[config.mk]
export PLATFORM = sky130hd
export DESIGN_NAME = apb_completer_regs
export DESIGN_NICKNAME = d
export VERILOG_FILES = /design/src/rtl/apb_pkg.sv /design/src/rtl/apb_strb_reg.sv /design/src/rtl/apb_completer_regs.sv
export SDC_FILE = /design/constraint.sdc
export NUM_CORES = 1
export LEC_CHECK = 0
export ABC_CLOCK_PERIOD_IN_PS = 3100
export CORE_MARGIN = 3
export CORE_UTILIZATION = 48
export DETAILED_ROUTE_END_ITERATION = 10
export PLACE_DENSITY = 0.86
export SLEW_MARGIN = 20
export SYNTH_ARGS = -nofsm -noshare
export SYNTH_HDL_FRONTEND = slang
export SYNTH_SLANG_ARGS = --single-unit
[constraint.sdc]
create_clock -name PCLK -period 3.1 [get_ports PCLK]
set_input_delay 0.31 -clock PCLK [delete_from_list [all_inputs] [get_ports PCLK]]
set_output_delay 0.31 -clock PCLK [all_outputs]
set_load 0.05 [all_outputs]
[src/rtl/apb_pkg.sv]
// Shared definitions for the APB completer register bank:
// FSM encodings, response codes and width helpers.
package apb_pkg;

  typedef enum logic {
    IDLE   = 1'b0,
    ACCESS = 1'b1
  } state_t;

  localparam logic OKAY   = 1'b0;
  localparam logic SLVERR = 1'b1;

  // Byte lanes in a data word.
  function automatic int strb_width(int dw);
    return dw / 8;
  endfunction

  // Register index width, never narrower than one bit.
  function automatic int idx_width(int n);
    return (n > 1) ? $clog2(n) : 1;
  endfunction

endpackage

[src/rtl/apb_strb_reg.sv]
// One data register with per-byte write enables.
// Lanes without a strobe keep their previous value.
module apb_strb_reg
  import apb_pkg::*;
#(
  parameter int DataWidth = 32,
  parameter logic [DataWidth-1:0] ResetVal = '0
) (
  input  logic                            PCLK,
  input  logic                            PRESETn,
  input  logic                            en,
  input  logic [strb_width(DataWidth)-1:0] strb,
  input  logic [DataWidth-1:0]            d,
  output logic [DataWidth-1:0]            q
);

  localparam int StrbWidth = strb_width(DataWidth);

  // Byte-lane update on a write enable.
  always_ff @(posedge PCLK or negedge PRESETn) begin
    if (!PRESETn) begin
      q <= ResetVal;
    end else if (en) begin
      for (int i = 0; i < StrbWidth; i++) begin
        if (strb[i]) q[i*8 +: 8] <= d[i*8 +: 8];
      end
    end
  end

endmodule

[src/rtl/apb_completer_regs.sv]
// APB completer owning a bank of read/write registers with
// byte strobes, programmable wait states and error response.
module apb_completer_regs
  import apb_pkg::*;
#(
  parameter int DataWidth = 32,
  parameter int AddrWidth = 32,
  parameter int NumRegs   = 8,
  parameter logic [DataWidth-1:0] ResetVal = '0
) (
  input  logic                            PCLK,
  input  logic                            PRESETn,
  input  logic                            PSEL,
  input  logic                            PENABLE,
  input  logic                            PWRITE,
  input  logic [AddrWidth-1:0]            PADDR,
  input  logic [DataWidth-1:0]            PWDATA,
  input  logic [strb_width(DataWidth)-1:0] PSTRB,
  input  logic [3:0]                      WaitCfg,
  output logic                            PREADY,
  output logic [DataWidth-1:0]            PRDATA,
  output logic                            PSLVERR,
  output logic [NumRegs*DataWidth-1:0]    RegFile,
  output logic [NumRegs-1:0]              WrPulse
);

  localparam int IdxWidth = idx_width(NumRegs);

  state_t                state;
  logic [3:0]            cnt;
  logic                  legal;
  logic [IdxWidth-1:0]   idx;
  logic [NumRegs-1:0]    we;
  logic [DataWidth-1:0]  regs [NumRegs];

  // Full-width range check so upper address bits cannot alias.
  assign idx   = PADDR[IdxWidth+1:2];
  assign legal = (PADDR[1:0] == 2'b00) &&
                 ((PADDR >> 2) < AddrWidth'(NumRegs));

  assign PREADY  = (state == ACCESS) && (cnt == 4'd0) &&
                   PSEL && PENABLE;
  assign PSLVERR = (PREADY && !legal) ? SLVERR : OKAY;

  // Read mux, forced to zero outside a legal read completion.
  always_comb begin
    PRDATA = '0;
    if (PREADY && legal && !PWRITE) PRDATA = regs[idx];
  end

  for (genvar k = 0; k < NumRegs; k++) begin : g_reg
    assign we[k] = PREADY && PWRITE && legal &&
                   (idx == IdxWidth'(k));

    apb_strb_reg #(
      .DataWidth (DataWidth),
      .ResetVal  (ResetVal)
    ) u_reg (
      .PCLK    (PCLK),
      .PRESETn (PRESETn),
      .en      (we[k]),
      .strb    (PSTRB),
      .d       (PWDATA),
      .q       (regs[k])
    );

    assign RegFile[k*DataWidth +: DataWidth] = regs[k];
  end

  // Transfer FSM with wait counter; write pulse follows the
  // completing edge by one cycle.
  always_ff @(posedge PCLK or negedge PRESETn) begin
    if (!PRESETn) begin
      state   <= IDLE;
      cnt     <= 4'd0;
      WrPulse <= '0;
    end else begin
      WrPulse <= we;
      unique case (state)
        IDLE: begin
          if (PSEL && !PENABLE) begin
            state <= ACCESS;
            cnt   <= WaitCfg;
          end
        end
        ACCESS: begin
          if (!PSEL) begin
            state <= IDLE;
          end else if (cnt != 4'd0) begin
            cnt <= cnt - 4'd1;
          end else if (PENABLE) begin
            state <= IDLE;
          end
        end
        default: state <= IDLE;
      endcase
    end
  end

endmodule

; ---- Yosys cells after proc, flatten, opt, wreduce, memory -nomap -nowiden
; Index checks and enable logic that the tools add are counted.
[classes]
shift = 0
n_mul = 0
reduce_logical = 58
bitwise = 2
add_sub_neg = 1
n_div = 0
mux = 14
order_cmp = 2
eq_ne = 10
[ops]
columns = cell, count
row1 = $bmux 32 s3, 1
row2 = $mux 32, 3
row3 = $reduce_and 2->1, 32
row4 = $lt 30x4->1 const B, 1
row5 = $logic_and 1x1->1, 18
row6 = $eq 3x3->1 const B, 4
row7 = $mux 4, 3
row8 = $pmux 4 s2, 1
row9 = $eq 3x2->1 const B, 2
row10 = $mux 1, 5
row11 = $ge 4x4->1 const B, 1
row12 = $logic_not 4->1, 1
row13 = $ne 2x2->1 const B, 2
row14 = $not 3->4, 1
row15 = $reduce_bool 4->1, 1
row16 = $sub 4x1->4 const B, 1
row17 = $eq 3x1->1 const B, 1
row18 = $logic_not 1->1, 3
row19 = $logic_not 3->1, 1
row20 = $reduce_and 3->1, 1
row21 = $logic_not 2->1, 1
row22 = $ne 2x1->1 const B, 1
row23 = $pmux 1 s2, 1
row24 = $not 1->1, 1
[totals]
mem_bits_ro = 0
mem_bits_rw = 0
output_inout_bits = 298
regBits = 269
latchBits = 0
input_bits = 77
mem_count = 0
word_cells = 122

; ---- Logic depth before layout (Yosys ltp)
[logic_depth]
depth_word = 8
ltp_mapped = 8
ltp_nobuf = 6

; ---- Cells and area by module
; Synthesis repeated with hierarchy kept, for this count alone.
[hier_totals]
hier_cells = 777
area_unflattened_um2 = 12544.5
[modules_own_cells]
columns = mod, cells_each, n_inst, seq_area_each_um2, area_per_inst_um2
row1 = apb_strb_reg, 68, 8, 800.8, 1186.1
row2 = apb_completer_regs, 233, 1, 325.3, 3055.4

; ---- Least setup slack after synthesis
; OpenSTA, ideal clock, no wires.
[synth_path]
path_kind = register -> output
start = register cnt[0]
end = output PRDATA[10]
slack_ps = 162
t_arrival_ps = 2628
path_stages_with_launch = 9
required_ps = 2790
path_buffers = 2
cell_sequence = dfrtp_1 -> inv_1 -> ha_1 -> nor3b_1 -> nand4_2 -> or4_1 -> clkbuf_1 -> clkbuf_1 -> nor2_1
[synth_between]
elab_chain_len = 7
[synth_rtl]
columns = item, line_no
row1 = from (decl), apb_completer_regs.sv:30  ; logic [3:0] cnt;
row2 = from (signal assigned), apb_completer_regs.sv:83  ; cnt <= WaitCfg;
row3 = from (signal assigned), apb_completer_regs.sv:90  ; cnt <= cnt - 4'd1;
row4 = $logic_not 4->1, apb_completer_regs.sv:41  ; assign PREADY = (state == ACCESS) && (cnt == 4'd0) &&
row5 = $logic_and 1x1->1 (2 in series), apb_completer_regs.sv:41
row6 = $logic_and 1x1->1, apb_completer_regs.sv:42  ; PSEL && PENABLE;
row7 = $logic_and 1x1->1 (2 in series), apb_completer_regs.sv:48  ; if (PREADY && legal && !PWRITE) PRDATA = regs[idx];
row8 = $mux 32, apb_completer_regs.sv:48
row9 = to (decl), apb_completer_regs.sv:21  ; output logic [DataWidth-1:0] PRDATA,
; No other way between the ends.

; ---- Final worst setup path
[layout_path]
start = register cnt[0]
end = output PRDATA[29]
; The elaborated chain is that of the path after synthesis.

==> reports/metrics.yaml <==
ys_seq_area_share_pct: 52.17
crit_slowest_cell: "or4_4"
worstMarginPinSlew_ns: 0.9473
critPathLaunchType: "flop"
synth_top_family_by_area: "multiplexers"
ir_drop_mv: 0.3317
yosys.area_share.simple_pct: 9.357
synthTopCellsByArea: "dfrtp_1, mux2_2, mux4_2"
finClkSkew_ns: 0.01302
slew_headroom_pct: 36.85
start_util_pct: 49.24
powerDensity_mw_per_mm2: 377.0
mappedNetlistArea_mm2: 0.01290
clock_sinks: 269
net-switching-power_mw: 1.616
core_area_mm2: 0.02621
nets: 1335
synthAdderAreaFrac_pct: 0.1939
fmax_mhz: 326.5
drc: 0
antenna_found_initial: 0
cts_tree: "yes"
synth.area.mux_share_pct: 36.07
grt_pass1_wl_mm: 61.49
crit_start: "cnt[0]"
synth_xor_area_share_pct: 0
pwr-share-comb_pct: 6.1
rsz0062_at_grt: "true"
final_common_cell: "clkdlybuf4s50_1"
overflow: 0
seq_power_share_pct: 48.7
synth_cell_types: 33
final_cell_mix: "clkdlybuf4s50_1, dfrtp_1, mux2_2"
track_usage_pct: 27.77
wl_mm: 40.87
hold_violations: 0
area_growth_pct: 49.43
status: "finished, final reports clean"
synth_compound_area_share_pct: 0.5527
synth_cells: 816
yosysWarnings: 0
dieArea_mm2: 0.02889
total_power_mw: 7.269
crit_family: "simple AND/OR/NAND/NOR gates"
fp-row-count: 59
arrival_ns: 2.75
diodes: 0
switching_share_pct: 22.23
crit_buf_inv: 4
syn_avg_cell_area_um2: 15.81
fin_crit_ns: 3.062
hp-class: "in2async"
period_share_pct: 98.79
crit_required_ns: 2.79
cap_violations: 0
p_clk_share_pct: 45.2
worstSetupPathType: "reg2out"
clkSlewWorstSetupHoldPaths_ns: 0.06
worstPathMaxFanout: 8
cts_buffers: 27
grt_pass1_vias: 10069
ios: 375
finalSetupTns_ns: 0
drive_gt1_share_pct: 43.05
synth_top_area_share_pct: 52.17
portBuffers: 374
p_leak_nw: 8.828
finalSetupViolCount: 0
h-tree-depth: 1
yosysTopAreaCell: "dfrtp_1"
dp_hpwl_mm: 28.16
syn_nets: 895
grt_max_degree: 91
first_pass_iters: 5
ant_nets: 0
critical_path.cell_chain: "inv_2, ha_4, nor3b_4, buf_6, nand4_4, or4_4, buf_16, nor2_4, buf_12"
clk_latency_ns: 0.53
clock_tree.root_cell: "clkbuf_16"
post_drt_via_cell_ratio: 5.798
critPathMaxStageDelay_ns: 0.63
first_iter_violations: 502
cp-end-kind: "output pin"
clk_path_buf_depth: 3
die_h_um: 170.0
synth_seq_cells: 269
drv_slew: 0
die_x_um: 170.0
r2r-start: "cnt[0]"
globalplace.congestion: 0.8681
via_count: 9323
wl_per_cell_um: 25.42
p_int_mw: 5.653
-- metrics by stage --
step           instance area [um^2]  hold slack (ns)  std cells  worst slack [ns]  util, %
2_1_floorplan                 12900          0.01441        816            0.1621        -
3_3_place_gp                  18000           0.3689       1553            0.1108    68.68
3_5_place_dp                  18000           0.3714       1553          0.009935    68.68
4_1_cts                       19050           0.3937       1602          0.008416    72.70
5_1_grt                       19280           0.4283       1608          -0.05064    73.58
6_report                      19280           0.3860       1608           0.03756    73.58
-- final cells by class --
cell class,instances,area [um^2]
fill,1627,6924
sequential,269,6731
clock inverter,9,126.4
tap,335,419.2
timing repair buffer,451,4971
clock buffer,37,753.2
multi-input combinational,501,6259
inverter,6,22.52
-- Yosys cell counts --
cell type,n
mux2_2,256
o22a_1,3
mux4_2,64
nand2_1,35
nor3b_1,9
nor2_1,35
ha_1,2
a21oi_1,4
or2_2,1
o21ai_0,2
buf_4,1
nor4bb_1,3
buf_6,3
nand4_2,3
clkbuf_1,15
and4_1,1
buf_2,12
nor2b_1,1
inv_1,6
nand2b_1,1
or3_1,1
or4_1,1
a211o_1,1
and2_1,1
and4b_1,3
nor4b_1,1
nor4_4,32
dfrtp_1,269
nor4_1,6
a31oi_1,1
buf_1,9
nor3_1,1
mux2i_1,33
-- timing repair --
action                                 4_1_cts  5_1_grt
setup endpoints to repair                   32       33
buffers inserted                             0        5
gates resized for setup                     40       35
endpoints found under the hold margin       86        0
hold buffers                                 1        0
pin swaps                                    1       12
cloned                                       2        1
-- power by group through the flow --
stage          registers (mW)  clock network, mW  logic, mW
2_1_floorplan            3.60                  0      0.148
3_3_place_gp             3.60                  0      0.407
3_5_place_dp             3.60                  0      0.419
4_1_cts                  3.54               3.34      0.422
5_1_grt                  3.54               3.47      0.483
6_report                 3.54               3.28      0.445
-- final timing paths --
kind,endpoint,slack [ns],cells past startpoint
max,PRDATA[29],0.04,9
min,g_reg[0].u_reg.q[11],0.39,2
max in group asynchronous,g_reg[5].u_reg.q[20],1.83,3
max reg2reg,g_reg[3].u_reg.q[18],0.55,10
min reg2reg,g_reg[4].u_reg.q[29],0.53,1
min in group PCLK,cnt[0],0.44,3
-- layer usage --
metal,global-route usage (%),up-vias,wire [um]
li1,-,3990,-
met1,35.83,4886,16090
met2,47.70,394,20640
met3,6.806,53,3287
met4,6.808,0,858
met5,0,-,0
-- registers in the layout, summed over array words and instances (netlist names) --
signal	count
WrPulse	8
cnt	4
g.u_reg.q	256
state	1
-- kinds of logic after synthesis --
kind of cell / count (synthesis)
AOI/OAI and AO/OA: 11
DFF: 269
muxes: 353
buffers and inverters: 46
adders and majority gates: 2
and+or+nand+nor: 135
Note: power is estimated with default switching activity, not from simulation.
==> RTL change 1, RTL diff (same flow settings) <==
Make the reset (`PRESETn`) synchronous in 2 clocked blocks.
--- a/src/rtl/apb_strb_reg.sv
+++ b/src/rtl/apb_strb_reg.sv
@@ -19,3 +19,3 @@
   // Byte-lane update on a write enable.
-  always_ff @(posedge PCLK or negedge PRESETn) begin
+  always_ff @(posedge PCLK) begin
     if (!PRESETn) begin
--- a/src/rtl/apb_completer_regs.sv
+++ b/src/rtl/apb_completer_regs.sv
@@ -71,3 +71,3 @@
   // completing edge by one cycle.
-  always_ff @(posedge PCLK or negedge PRESETn) begin
+  always_ff @(posedge PCLK) begin
     if (!PRESETn) begin
Check against the original RTL: differs if PRESETn is asserted again (counterexample within 4 cycles, from zero or initial values and one cycle with PRESETn low); with PRESETn held inactive, the same outputs for 4 cycles.
==> RTL change 1 against the unedited design <==
- synthesized area fell by 2.8%
- combinational power decreased by 4.9%
- total power grew 2.2%
- cell area fell by 5.1%
- first-iteration DRC count rose by 54%
- register-to-register slack improved by 140 ps
- synthesized cell count increased by 40%
- sequential cell count unchanged
- count of clock-buffer cells in the layout up 2
- cell count rose by 17%
- critical path type unchanged
- largest power group is now clock
- routed wire length grew 0.57%
- setup slack improved by 140 ps
==> RTL change 1: results (changes against the unedited design) <==
Power
  – Net switching power figure: 1596 uW (-1.2%)
  – Combinational power: 423 uW (-4.9%)
  – Internal power: 5831 uW (+3.1%)

Setup path
  – Register-to-register setup slack: 690 ps (+140 ps)
  – Critical path capture point: PRDATA[0]
  – Critical register-to-register path startpoint: cnt[0]$_SDFFE_PN0P_
  – Data arrival, critical path: 2620 ps (-130 ps)
  – Biggest fanout along the worst timing path: 16 (+8)

STA
  – Final worst clock skew: 10.98 ps (-2.039 ps)

Cells and area
  – Fraction of layout cells with a size suffix above 1: 0.1810 (-0.2495)
  – Number of combinational gates with multiple inputs: 793 (+58%)
  – Fraction of area in registers: 0.2943 (-0.05479)
  – Non-clock inverter instance count of the final layout: 10 (+4)

Global routing
  – Global-route wire length before repair: 62.36 mm (+1.4%)
  – Met1 GRT Util: 0.3383 (-0.02005)
  – Met2 demand-to-capacity share in global routing: 0.4956 (+0.01856)
  – Largest net degree at the start of global routing: 77 (-15%)
  – Met3 usage in global routing: 0.05619 (-0.01188)

Yosys
  – Arithmetic-cell share of the synthesized area counting full adders, half adders and majority gates: 0.001996 (+0.00005651)
  – Sequential share of the synthesized area: 0.4295 (-0.09217)
  – Cell types with the highest counts after synthesis: sky130_fd_sc_hd__nand2_1, sky130_fd_sc_hd__mux2i_1, sky130_fd_sc_hd__dfxtp_1
  – Most area-consuming cells after synthesis: sky130_fd_sc_hd__dfxtp_1, sky130_fd_sc_hd__mux2i_1, sky130_fd_sc_hd__mux4_2, sky130_fd_sc_hd__nand2_1, sky130_fd_sc_hd__nor4_4
  – Fraction of the mapped netlist area in compound gates: 0.006985 (+0.001458)
  – Synthesized net count: 1,223 (+37%)

Placed design
  – Routability congestion estimate from global placement: 0.8284 (-4.6%)

Clock tree
  – Total CTS buffers: 28 (+3.7%)

Status
  – Status: finished, final reports clean

Drt
  – Total vias in the final route: 10,530 (+13%)
  – Highest metal layer used by the detailed router: met5
  – Number of DRC markers in iteration 0: 774 (+54%)

Hold path
  – Type of the worst min-delay path: in2reg
==> RTL change 1: cell types whose count changed after synthesis, sizes merged, moves of 28 or more <==
cell,delta
mux2,-256
clkbuf,+28
dfxtp,+269
nand2,+289
mux2i,+256
dfrtp,-269
==> RTL change 1: stage by stage <==
| step | setup TNS (ps) | area (um2) | instances | setup slack (ps) |
|---|---|---|---|---|
| final | 0 | 18300 | 1888 | 173.4 |
| after global routing | 0 | 18300 | 1888 | 68.72 |
| after CTS | -2.932 | 18190 | 1887 | -1.509 |
| after detailed placement | 0 | 17200 | 1836 | 182.4 |
| after global placement | 0 | 17200 | 1836 | 214.3 |
| after floorplan | 0 | 12540 | 1144 | 288.4 |
==> RTL change 1: what timing repair did <==
item | 4_1_cts | 5_1_grt
gates resized for setup | 2 | 32
setup endpoints to repair | 2 | 32
gates cloned | 0 | 1
==> RTL change 1: worst min-delay path: cells and delay by family <==
kind | cells | cell delay (ps)
simple gates | 1 | 150
buf+inv | 1 | 290
mux | 1 | 50
==> RTL change 2, RTL diff (same flow settings) <==
Made on the original files. Change the parameter `AddrWidth` from 32 to 64.
--- a/src/rtl/apb_completer_regs.sv
+++ b/src/rtl/apb_completer_regs.sv
@@ -6,3 +6,3 @@
   parameter int DataWidth = 32,
-  parameter int AddrWidth = 32,
+  parameter int AddrWidth = 64,
   parameter int NumRegs   = 8,
Interface: changed (resized PADDR); port bits go from 375 to 407. The function was not compared with the original's and may differ.
==> RTL change 2 against the unedited design <==
- routed wire length is 4.7% lower
- sequential cell count is the same
- synthesized area is 0.11% lower
- sequential share of layout area rose by 1.1 points
- total power up 3.6%
- first-iteration DRC count grew 15%
- synthesized cell count down 1.2%
- maximum frequency rose by 1.6%
- setup slack improved by 49 ps
- cell area is 3.0% lower
- combinational power up 8.1%
- largest cell class unchanged
- largest power group unchanged
==> RTL change 2: results (changes against the unedited design) <==
Global routing
  – Total GRT Usage: 0.2673 (-0.01037)
  – Number of global-route vias before repair: 9,678 (-3.9%)
  – Initial antenna violation count: 2 (+2)
  – Largest net degree at the start of global routing: 112 (+23%)
  – Global-route wire length before repair: 59.33 mm (-3.5%)

Clock tree
  – Total CTS buffers: 30 (+11%)
  – Clock-pin slew on the worst setup and hold paths: 60 ps (about the same)
  – Latest clock arrival within the worst-skew pair: around 540 ps
  – Root buffer selected by CTS: sky130_fd_sc_hd__clkbuf_16
  – Setup fix buffers added after clock tree synthesis: 0 (unchanged)
  – Number of buffers on the longest clock path: 3 (unchanged)
  – Deepest level of the CTS H-tree: 1 (unchanged)

Placed design
  – Number of buffers added on ports: 406 (+8.6%)
  – Final HPWL from detailed placement: 27.70 mm (-1.6%)
  – Routability congestion estimate from global placement: 0.9252 (+6.6%)
  – Post-Place Cell Area: 17,680 um2 (-1.8%)
  – Placement Setup Slack: -156.4 ps (-166.3 ps)

Yosys
  – Synthesized net count: 917 (+2.5%)
  – Yosys cell types: 39 (+18%)
  – Most used flip-flop cell after synthesis: sky130_fd_sc_hd__dfrtp_1
  – Total number of yosys warnings: 0 (unchanged)
  – Cell types with the highest counts after synthesis: sky130_fd_sc_hd__dfrtp_1, sky130_fd_sc_hd__mux2_2, sky130_fd_sc_hd__mux4_2
  – Fraction of registers with async set/reset: 1.000 (unchanged)
  – Most area-consuming cells after synthesis: sky130_fd_sc_hd__dfrtp_1, sky130_fd_sc_hd__mux2_2, sky130_fd_sc_hd__mux4_2, sky130_fd_sc_hd__nand4_4, sky130_fd_sc_hd__mux2i_1
  – Sequential share of the synthesized area: 0.5222 (+0.0005570)

Power
  – Worst vdd ir: 299.9 uV (-9.6%)
  – P_leak: 0.008755 uW (-0.82%)

Drt
  – TritonRoute pass-1 iters: 5 (unchanged)
  – Routed length per instance: 24.62 um (-3.1%)
  – Number of DRC markers in iteration 0: 578 (+15%)
  – Total vias in the final route: 9,059 (-2.8%)

Hold path
  – Type of the worst min-delay path: in2reg

STA
  – Final setup viols: 0 (unchanged)
  – Relative max-transition margin: 0.5082 (+0.1397)
  – Final worst clock skew: 10.38 ps (-2.641 ps)

Setup path
  – Biggest fanout along the worst timing path: 15 (+7)
  – Kind of cell adding the most delay to the critical path: simple AND/OR/NAND/NOR gates
  – Data arrival, critical path: 2700 ps (-50 ps)
  – Classification of the worst setup path: reg2out
  – Slowest library cell on the worst path: sky130_fd_sc_hd__dfrtp_1
  – Delay of the slowest critical-path stage: 400 ps (-230 ps)

Cells and area
  – Fraction of layout cells with a size suffix above 1: 0.3537 (-0.07678)
  – Biggest registers after layout: g.u_reg.q (256), WrPulse (8), cnt (4)
  – Number of inserted filler cells in the final layout: 1,722 (+5.8%)
  – Count of nets after finishing: 1,334 (-0.075%)

Status
  – Status: finished, final reports clean
[RTL change 2: stage by stage]
stage	total power (uW)	utilization	instances	setup TNS (ps)	hold slack [ps]
detailed placement	4087	0.6746	1525	-156.4	245.8
CTS	7595	0.7128	1579	0	71.93
finish	7533	0.7139	1581	0	95.01
floorplan	3776	-	806	0	14.41
global placement	4075	0.6746	1525	-109.3	241.7
global route	7774	0.7138	1580	0	93.26
[RTL change 2: final timing paths]
path                                                   from                               end  slack (ps)  depth (start not counted)
max reg2reg                              cnt[0]$_DFFE_PN0P_  g_reg[7].u_reg.q[10]$_DFFE_PN0P_         540                          8
max in group asynchronous                           PRESETn   g_reg[4].u_reg.q[2]$_DFFE_PN0P_        1880                          3
max                                      cnt[0]$_DFFE_PN0P_                         PRDATA[9]          90                          9
min reg2reg                g_reg[3].u_reg.q[26]$_DFFE_PN0P_  g_reg[3].u_reg.q[26]$_DFFE_PN0P_         520                          1
min in group asynchronous                           PRESETn  g_reg[0].u_reg.q[18]$_DFFE_PN0P_         280                          2
min                                                PADDR[4]              WrPulse[2]$_DFF_PN0_         100                          2
[RTL change 2: per-layer routing]
metal | up-vias | GRT usage | wire length (um)
met3 | 59 | 0.05738 | 2705
li1 | 3922 | - | -
met4 | 2 | 0.06330 | 748
met5 | - | 0 | 13
met1 | 4731 | 0.3607 | 15850
met2 | 345 | 0.4489 | 19620
[RTL change 2: repair_timing]
item	in CTS	in global routing
gates resized for setup	2	7
hold buffers	1	0
endpoints found under the setup margin	1	28
hold endpoints to repair	46	0
[RTL change 2: final cells by class]
class	count	area, um2	area share
Multi-Input combinational cell	490	5926	0.3167
Timing Repair Buffer	426	4618	0.2469
Tap cell	335	419.2	0.02241
Antenna cell	2	5.005	0.0002675
Sequential cell	269	6731	0.3598
Inverter	6	22.52	0.001204
Clock inverter	11	108.9	0.005819
Clock buffer	42	877.1	0.04688
[RTL change 2: power by group]
group / internal (uW) / switching, uW / leakage, uW
Clock: 2120 / 1390 / 0.000495
Combinational: 212 / 269 / 0.00451
Sequential: 3530 / 16.7 / 0.00375
Total: 5860 / 1670 / 0.00876
[RTL change 2: kinds of logic after synthesis]
family,Yosys count,share of synthesized area
AO/OA/AOI/OAI,8,0.003981
adder cells (fa/ha/maj),2,0.001941
multiplexers,355,0.3626
flip-flops,269,0.5222
AND/OR/NAND/NOR,125,0.08804
buffers and inverters,47,0.02116
